===== src/rtl/maple_tx_pkg.sv =====
// Shared definitions for the Maple bus transmitter.
// Contents: FSM state encoding, default frame-shape parameters, the idle bus levels
// and a small helper used to size the phase counter.
package maple_tx_pkg;

  typedef enum logic [2:0] {
    StIdle,
    StLead,
    StSync,
    StSyncEnd,
    StData,
    StTail,
    StGuard
  } maple_state_e;

  localparam int unsigned DefSyncToggles = 8;
  localparam int unsigned DefTailPulses  = 2;
  localparam int unsigned DefGuardTicks  = 1;

  // Bus levels while no frame is being sent (matches the top-level tie-off).
  localparam logic IdleP1 = 1'b1;
  localparam logic IdleP5 = 1'b1;
  localparam logic IdleOe = 1'b0;

  function automatic int unsigned max3(int unsigned a, int unsigned b, int unsigned c);
    int unsigned m;
    m = (a > b) ? a : b;
    return (m > c) ? m : c;
  endfunction

endpackage


===== src/rtl/maple_tx.sv =====
// Maple bus frame transmitter.
// Emits start pattern, MSB-first data and end pattern on SDCKA/SDCKB, one step per tick.
// Ports:
//   clk, rst_n          system clock, async active-low reset
//   tick                one-cycle step enable from the clock divider
//   start               pulse, begins a frame (ignored while busy)
//   data, data_valid,   byte stream; data_last marks the final byte
//   data_last
//   data_ready          pulse, byte consumed
//   busy, done          frame in progress / pulse on return to idle
//   underrun            pulse, a byte was needed but data_valid was low
//   out_p1, out_p5, oe  bus drive values and output enable
module maple_tx
  import maple_tx_pkg::*;
#(
  parameter int unsigned SYNC_TOGGLES = DefSyncToggles,
  parameter int unsigned TAIL_PULSES  = DefTailPulses,
  parameter int unsigned GUARD_TICKS  = DefGuardTicks
) (
  input  logic       clk,
  input  logic       rst_n,
  input  logic       tick,
  input  logic       start,
  input  logic [7:0] data,
  input  logic       data_valid,
  input  logic       data_last,
  output logic       data_ready,
  output logic       busy,
  output logic       done,
  output logic       underrun,
  output logic       out_p1,
  output logic       out_p5,
  output logic       oe
);

  localparam int unsigned PhaseMax = max3(SYNC_TOGGLES, 2 * TAIL_PULSES, GUARD_TICKS);
  localparam int unsigned PhaseW   = $clog2(PhaseMax + 1);

  maple_state_e      state_q, state_d;
  logic [PhaseW-1:0] phase_q, phase_d;
  logic [2:0]        bit_q, bit_d;
  logic [7:0]        shift_q, shift_d;
  logic              last_q, last_d;
  logic              p1_q, p1_d, p5_q, p5_d, oe_q, oe_d;
  logic              busy_q, busy_d, ready_q, ready_d, under_q, under_d, done_q, done_d;

  logic load, to_tail, drive_a, cur_bit;

  always_comb begin
    state_d = state_q;
    phase_d = phase_q;
    bit_d   = bit_q;
    shift_d = shift_q;
    last_d  = last_q;
    p1_d    = p1_q;
    p5_d    = p5_q;
    oe_d    = oe_q;
    busy_d  = busy_q;
    ready_d = 1'b0;
    under_d = 1'b0;
    done_d  = 1'b0;
    load    = 1'b0;
    to_tail = 1'b0;
    drive_a = 1'b0;
    cur_bit = 1'b0;

    unique case (state_q)
      StIdle: begin
        // busy_q doubles as "start accepted, waiting for the next tick".
        if (!busy_q) begin
          if (start) busy_d = 1'b1;
        end else if (tick) begin
          state_d = StLead;
          oe_d    = 1'b1;
          p1_d    = 1'b1;
          p5_d    = 1'b1;
        end
      end
      StLead: begin
        if (tick) begin
          state_d = StSync;
          phase_d = PhaseW'(1);
          p1_d    = 1'b0;
          p5_d    = 1'b0;
        end
      end
      StSync: begin
        if (tick) begin
          if (phase_q == PhaseW'(SYNC_TOGGLES)) begin
            state_d = StSyncEnd;
            p1_d    = 1'b1;
            p5_d    = 1'b1;
          end else begin
            phase_d = phase_q + PhaseW'(1);
            p5_d    = ~p5_q;
          end
        end
      end
      StSyncEnd: begin
        if (tick) load = 1'b1;
      end
      StData: begin
        // phase_q[0] is the half-bit: 0 after tick a, 1 after tick b.
        if (tick) begin
          if (!phase_q[0]) begin
            phase_d = PhaseW'(1);
            if (bit_q[0]) p1_d = 1'b0;
            else          p5_d = 1'b0;
          end else if (bit_q == 3'd0) begin
            if (last_q) to_tail = 1'b1;
            else        load    = 1'b1;
          end else begin
            bit_d   = bit_q - 3'd1;
            phase_d = '0;
            drive_a = 1'b1;
          end
        end
      end
      StTail: begin
        if (tick) begin
          if (phase_q == PhaseW'(2 * TAIL_PULSES)) begin
            // Final p5-high tail step; GUARD keeps these levels.
            state_d = StGuard;
            phase_d = '0;
            p1_d    = 1'b1;
            p5_d    = 1'b1;
          end else begin
            phase_d = phase_q + PhaseW'(1);
            p1_d    = phase_q[0];
          end
        end
      end
      StGuard: begin
        if (tick) begin
          if (phase_q == PhaseW'(GUARD_TICKS)) begin
            state_d = StIdle;
            oe_d    = IdleOe;
            p1_d    = IdleP1;
            p5_d    = IdleP5;
            busy_d  = 1'b0;
            done_d  = 1'b1;
          end else begin
            phase_d = phase_q + PhaseW'(1);
          end
        end
      end
      default: state_d = StIdle;
    endcase

    if (load) begin
      if (data_valid) begin
        ready_d = 1'b1;
        shift_d = data;
        last_d  = data_last;
        bit_d   = 3'd7;
        phase_d = '0;
        state_d = StData;
        drive_a = 1'b1;
      end else begin
        under_d = 1'b1;
        to_tail = 1'b1;
      end
    end

    // Tick a of a bit: odd bits clock on p1 with data on p5, even bits the reverse.
    if (drive_a) begin
      cur_bit = shift_d[bit_d];
      if (bit_d[0]) begin
        p1_d = 1'b1;
        p5_d = cur_bit;
      end else begin
        p5_d = 1'b1;
        p1_d = cur_bit;
      end
    end

    if (to_tail) begin
      state_d = StTail;
      phase_d = '0;
      p1_d    = 1'b1;
      p5_d    = 1'b0;
    end
  end

  always_ff @(posedge clk or negedge rst_n) begin
    if (!rst_n) begin
      state_q <= StIdle;
      phase_q <= '0;
      bit_q   <= 3'd0;
      shift_q <= 8'h00;
      last_q  <= 1'b0;
      p1_q    <= IdleP1;
      p5_q    <= IdleP5;
      oe_q    <= IdleOe;
      busy_q  <= 1'b0;
      ready_q <= 1'b0;
      under_q <= 1'b0;
      done_q  <= 1'b0;
    end else begin
      state_q <= state_d;
      phase_q <= phase_d;
      bit_q   <= bit_d;
      shift_q <= shift_d;
      last_q  <= last_d;
      p1_q    <= p1_d;
      p5_q    <= p5_d;
      oe_q    <= oe_d;
      busy_q  <= busy_d;
      ready_q <= ready_d;
      under_q <= under_d;
      done_q  <= done_d;
    end
  end

  assign out_p1     = p1_q;
  assign out_p5     = p5_q;
  assign oe         = oe_q;
  assign busy       = busy_q;
  assign data_ready = ready_q;
  assign underrun   = under_q;
  assign done       = done_q;

endmodule


===== config.mk =====
export PLATFORM = sky130hd
export DESIGN_NAME = maple_tx
export DESIGN_NICKNAME = d
export VERILOG_FILES = /design/src/rtl/maple_tx_pkg.sv /design/src/rtl/maple_tx.sv
export SDC_FILE = /design/constraint.sdc
export NUM_CORES = 1
export LEC_CHECK = 0
export CORE_MARGIN = 2
export CORE_UTILIZATION = 50
export DETAILED_ROUTE_END_ITERATION = 7
export PLACE_DENSITY = 0.75
export SYNTH_ARGS = -nofsm -noshare
export SYNTH_HDL_FRONTEND = slang
export SYNTH_SLANG_ARGS = --single-unit

===== constraint.sdc =====
create_clock -name clk -period 2.25 [get_ports clk]
set_input_delay 0.45 -clock clk [delete_from_list [all_inputs] [get_ports clk]]
set_output_delay 0.45 -clock clk [all_outputs]
set_load 0.02 [all_outputs]

[Yosys cells after proc, flatten, opt, wreduce, memory -nomap -nowiden]
Index checks and enable logic that the tools add are counted.
Widths: inputs -> output; s select.
Operators by class
  mux-type cells: 96
  bitwise logic cells: 1
  reduce and logical (&&, ||, !) cells: 10
  magnitude comparators: 1
  equal/unequal tests: 26
  add/sub/neg operators: 2
Operators by type and width (number)
  $mux 1: 55
  $mux 3: 18
  $mux 4: 13
  $ne 4x4->1 const B: 13
  $reduce_and 12->1: 2
  $pmux 4 s5: 1
  $pmux 3 s6: 1
  $mux 8: 2
  $pmux 1 s6: 2
  $eq 3x3->1 const B: 3
  $ne 2x2->1 const B: 4
  $reduce_bool 8->1: 1
  $eq 3x2->1 const B: 2
  $logic_not 3->1: 2
  $pmux 1 s2: 3
  $reduce_and 5->1: 1
  $add 4x1->4 const B: 1
  $eq 4x1->1 const B: 1
  $eq 4x3->1 const B: 1
  $eq 4x4->1 const B: 1
  $lt 3x4->1 const B: 1
  $bmux 1 s3: 1
  $eq 3x1->1 const B: 1
  $reduce_and 3->1: 1
  5 further kinds: 5
Word-level totals
  input port bits: 14
  register bits after elaboration: 26
  output and inout port bits: 7
  word-level logic and storage cells: 148

[Logic depth before layout (Yosys ltp)]
Gate-level depths: netlist (run 1).
  depth in word-level cells: 12
  mapped depth: 10
  gate-level depth less buffers: 8

[Least setup slack after synthesis (run 1)]
Ideal clock, no wire load.
  kind: register -> register
  start point: register bit_q[0]
  end point: register p1_q, in the netlist out_p1
  cell stages (with the launch flop): 11
  buffers on the path: 2
  required time: 2.145 ns
  period minus slack after synthesis: 2.300 ns
  setup slack: -0.050 ns
  data arrival time: 2.195 ns
  cells stage by stage: dfrtp_1 -> clkbuf_1 -> inv_1 -> ha_1 -> nor2b_1 -> or3_1 -> buf_2 -> a31oi_1 -> o21ai_1 -> o221ai_2 -> a311oi_1
Between the ends
  word-level cells in the longest chain between the ends: 12
  elaborated cells between the ends (all ways): 43
  those cells by class: add/sub: 1; eq/ne: 11; mux: 28; reduce/logical: 3
RTL lines
  start, declared: line maple_tx.sv:41  | logic [2:0] bit_q, bit_d;
  start signal, assigned: line maple_tx.sv:202  | bit_q <= bit_d;
  $sub 3x1->3 / $logic_not 3->1 (equally long branches): line maple_tx.sv:113, maple_tx.sv:109
  $mux 3: line maple_tx.sv:109  | end else if (bit_q == 3'd0) begin
  $mux 3: line maple_tx.sv:105  | if (!phase_q[0]) begin
  $mux 3: line maple_tx.sv:104  | if (tick) begin
  $mux 3: line maple_tx.sv:67  | unique case (state_q)
  $mux 3: line maple_tx.sv:151  | if (data_valid) begin
  $mux 3: line maple_tx.sv:150  | if (load) begin
  $bmux 1 s3: line maple_tx.sv:167  | cur_bit = shift_d[bit_d];
  $mux 1 (implied by the code): line maple_tx.sv:167
  $mux 1: line maple_tx.sv:168  | if (bit_d[0]) begin
  $mux 1: line maple_tx.sv:166  | if (drive_a) begin
  $mux 1: line maple_tx.sv:177  | if (to_tail) begin
  end signal, assigned: line maple_tx.sv:192  | p1_q <= IdleP1;
  end signal, assigned: line maple_tx.sv:205  | p1_q <= p1_d;
  end, declared: line maple_tx.sv:44  | logic p1_q, p1_d, p5_q, p5_d, oe_q, oe_d;
Several ways; a longest one is shown, not always the timed one. The select of a mux whose other input is x is not followed.
A chain may end at the register's enable or synchronous reset.

[Worst setup path in the final report (run 1)]
  start point: register phase_q[1]
  end point: register p1_q, in the netlist out_p1
Between the ends
  word-level cells in the longest chain between the ends: 6
  elaborated cells between the ends (all ways): 11
  those cells by class: eq/ne: 5; mux: 5; reduce/logical: 1
RTL lines
  start, declared: line maple_tx.sv:40  | logic [PhaseW-1:0] phase_q, phase_d;
  start signal, assigned: line maple_tx.sv:201  | phase_q <= phase_d;
  $eq 4x3->1: line maple_tx.sv:121  | if (phase_q == PhaseW'(2 * TAIL_PULSES)) begin
  $mux 1: line maple_tx.sv:121
  $mux 1: line maple_tx.sv:120  | if (tick) begin
  $pmux 1 s6: line maple_tx.sv:67
  $mux 1: line maple_tx.sv:166
  $mux 1: line maple_tx.sv:177
Several ways; a longest one is shown, not always the timed one. The select of a mux whose other input is x is not followed.

==> results of run 1 <==
## cell families after synthesis
family,count (synthesis),synth area share
compound gates,57,0.204
xor+xnor,1,0.00477
fa+ha+maj,5,0.0341
buf+inv,24,0.0593
flops,26,0.356
mux,6,0.0470
simple gates,109,0.295
## cells in the final DEF, fill, tap and decap left out, drive strengths merged, types with 2 or more instances in the layout
| cell | netlist | final |
|---|---|---|
| nor4b | 2 | 2 |
| o31ai | 3 | 3 |
| nor2 | 20 | 20 |
| nand4 | 2 | 2 |
| nor3 | 6 | 6 |
| dfstp | 2 | 2 |
| a22oi | 2 | 2 |
| dfrtp | 24 | 24 |
| mux2i | 3 | 3 |
| mux4 | 2 | 2 |
| o21a | 3 | 3 |
| nand3b | 6 | 6 |
| clkdlybuf4s50 | 0 | 20 |
| nor2b | 6 | 6 |
| nand3 | 10 | 10 |
| buf | 6 | 18 |
| a21oi | 13 | 13 |
| ha | 5 | 5 |
| nor3b | 2 | 2 |
| nand2 | 48 | 48 |
| o211ai | 2 | 2 |
| o21ai | 17 | 17 |
| nand4b | 2 | 2 |
| or3b | 2 | 2 |
| clkbuf | 9 | 4 |
| o221ai | 2 | 2 |
| inv | 9 | 9 |
| a31oi | 8 | 8 |
## routing by layer
metal / global-route usage / vias to the layer above / share of wire
met4: 0.0691 / 0 / 0.029
met2: 0.413 / 61 / 0.51
met1: 0.302 / 831 / 0.41
met3: 0.0347 / 14 / 0.054
met5: 0 / - / 0
li1: - / 864 / -
## state kept, by name, summed over array words and instances, names as in the netlist
name and flops:
phase_q 4, last_q 1, out_p1 1, oe 1
busy 1, shift_q 8, done 1, out_p5 1
bit_q 3, data_ready 1, state_q 3, underrun 1
## worst min path at each step
stage                            to  slack (ns)  depth (start not counted)
5_1_grt        shift_q[4]$_DFF_PN0_        0.55                          2
3_5_place_dp   shift_q[6]$_DFF_PN0_        0.48                          2
2_1_floorplan    bit_q[0]$_DFF_PN0_        0.15                          0
6_report       shift_q[4]$_DFF_PN0_        0.50                          2
3_3_place_gp   shift_q[4]$_DFF_PN0_        0.48                          2
4_1_cts        shift_q[6]$_DFF_PN0_        0.51                          2
## layout make-up
cell class / instances / area share
multi-input cells: 178 / 0.489
flip-flops and latches: 26 / 0.293
repair buffers: 38 / 0.151
well taps: 48 / 0.0270
clock buffers: 4 / 0.0247
inverters: 9 / 0.0152
## per-stage QoR
stage	std cells	worst slack (ns)
6_report	303	0.173
5_1_grt	303	0.0281
3_5_place_dp	299	0.0421
3_3_place_gp	299	0.0939
2_1_floorplan	228	0.100
4_1_cts	303	0.106
## critical path: stages, from the launching register on
cell and delay (ns):
dfrtp_1 0.39, inv_1 0.10, ha_1 0.18, or3b_1 0.38
nor2_1 0.17, o221ai_1 0.23, nor2_1 0.18, nor4b_1 0.29
a311oi_1 0.08
## power breakdown
| part | total [mW] | leakage, nW | switching (mW) | internal, mW |
|---|---|---|---|---|
| logic | 1.65 | 0.604 | 0.921 | 0.728 |
| registers | 0.813 | 0.316 | 0.147 | 0.666 |
| clock network | 0.314 | 0.0288 | 0.157 | 0.157 |
| total | 2.78 | 0.950 | 1.22 | 1.55 |
## repair_timing
action / 4_1_cts / 5_1_grt
endpoints found under the setup margin: 0 / 2
buffers inserted: 0 / 0
gates resized for setup: 0 / 4
==> results.md, run 1 <==
* Warnings, synthesis at 0
* # port buffers at 20
* P_leak at 0.950 nW
* Total power at 2.78 mW
* Clock transition at path regs at 0.09 ns
* HP Start: shift_q[4]$_DFF_PN0_
* CP required at 2.44 ns
* Main area contributors after synthesis: dfrtp_1, nand2_1, nor2_1
* WHS at 0.503 ns
* Die Wd at 64.6 um
* Number of global-route vias before repair at 1660
* Final min period at 2.08 ns
* Seq/Total Area, Yosys at 0.356
* Design Area, Final at 0.00223 mm2
* Routed vias at 1770
* Ys flop type: dfrtp_1
* Status: finished, final reports clean
* Number of CTS-inserted buffers at 3
* Fmax at 0.482 GHz
* EDFF count, synth at 0
* Final Hold Viols at 0
* Clk_skew at 0.00588 ns
* Cell row count at 22
* Hold Buf Count CTS at 0
* Largest net degree at the start of global routing at 27
* Storage element area at 653 um2
* Most common cell in the netlist: nand2_1
* DRC Markers at 0
* Placed cell area at 0.00216 mm2
* Root Buffer: clkbuf_8
* Post-DRT Antenna Nets at 0
* Clock Sinks at 26
* Grt total ovfl at 0
* Final setup viols at 0
* Die area at 0.00417 mm2
* Worst-Margin Slew at 0.408 ns
* All-Layer GR Usage at 0.236
* Clock Tree Buf Depth at 2
* Fin util at 0.618
* Syn nets at 247
* Core footprint at 0.00361 mm2
* Worst R2R End: out_p1$_DFFE_PN1P_
* R2R depth at 8
* Netlist cell types at 47
* Layout Area Growth over Synthesis at 21.3%
* # diodes at 0
* FF-to-FF Start: phase_q[1]$_DFF_PN0_
* Max-slew headroom at 0.728
* Max-cap viol count at 0
* Post-synth ARST share at 1.00
* Max FO, Critical Path at 3
* Period utilization at 0.923
* Die Ht at 64.6 um
* Wire length per cell at 14.7 um
* Worst skew pair latency at 0.28 ns
* Crit Path Category: flip-flop to flip-flop
* RSZ-0062 raised after global routing: no
* Worst Hold Class: flip-flop to flip-flop
* Avg Inst Size Synth at 8.05 um2
* Crit path launch: phase_q[1]$_DFF_PN0_
* Worst IR Drop VDD at 0.595 mV
* Reg-to-reg slack, setup at 0.17 ns
* Slew Viols, Final at 0
* Yosys top cell area share at 0.327
* Commonest cells in the netlist: nand2_1, dfrtp_1, nor2_1
* Power Density at 1250 mW/mm2
* First-pass GRT wire length at 7840 um
* Flops & latches, synth at 26
* Post-Syn Area at 0.00184 mm2
* CTS H-Tree Depth at 1
* Multi-input gate area at 0.00109 mm2
* Antenna violations before repair at 0
* Post-DP HPWL at 3290 um
* CP Launch Type: flip-flop
* Arr. time, crit path at 2.27 ns
* Syn Inst Count at 228
* Nets at 275
* CP Capture Type: flip-flop
* Crit path to: out_p1$_DFFE_PN1P_
* I/O pin count at 21
* RePlAce Congestion at 0.928
* Iteration count of the initial detailed-routing pass at 5
* CTS tree: done
* Fill cell count at 330
* Final WL at 4470 um
* Starting Density at 0.509
* Post-route setup TNS at 0 ns
* Avg Vias per Cell at 5.84
* Drt initial violations at 178
* Leading area contributor after synthesis: dfrtp_1
* Layout cells sized above 1 at 0.141
(Power assumes the default switching activity.)
==> inputs of run 2 (changes only) <==
--- a/config.mk
+++ b/config.mk
@@ -5,6 +5,7 @@
 export SDC_FILE = /design/constraint.sdc
 export NUM_CORES = 1
 export LEC_CHECK = 0
+export CAP_MARGIN = 20
 export CORE_MARGIN = 2
 export CORE_UTILIZATION = 50
 export DETAILED_ROUTE_END_ITERATION = 7
==> results of run 2 <==
No change in the layout: final DEF, timing and power equal those of run 1.
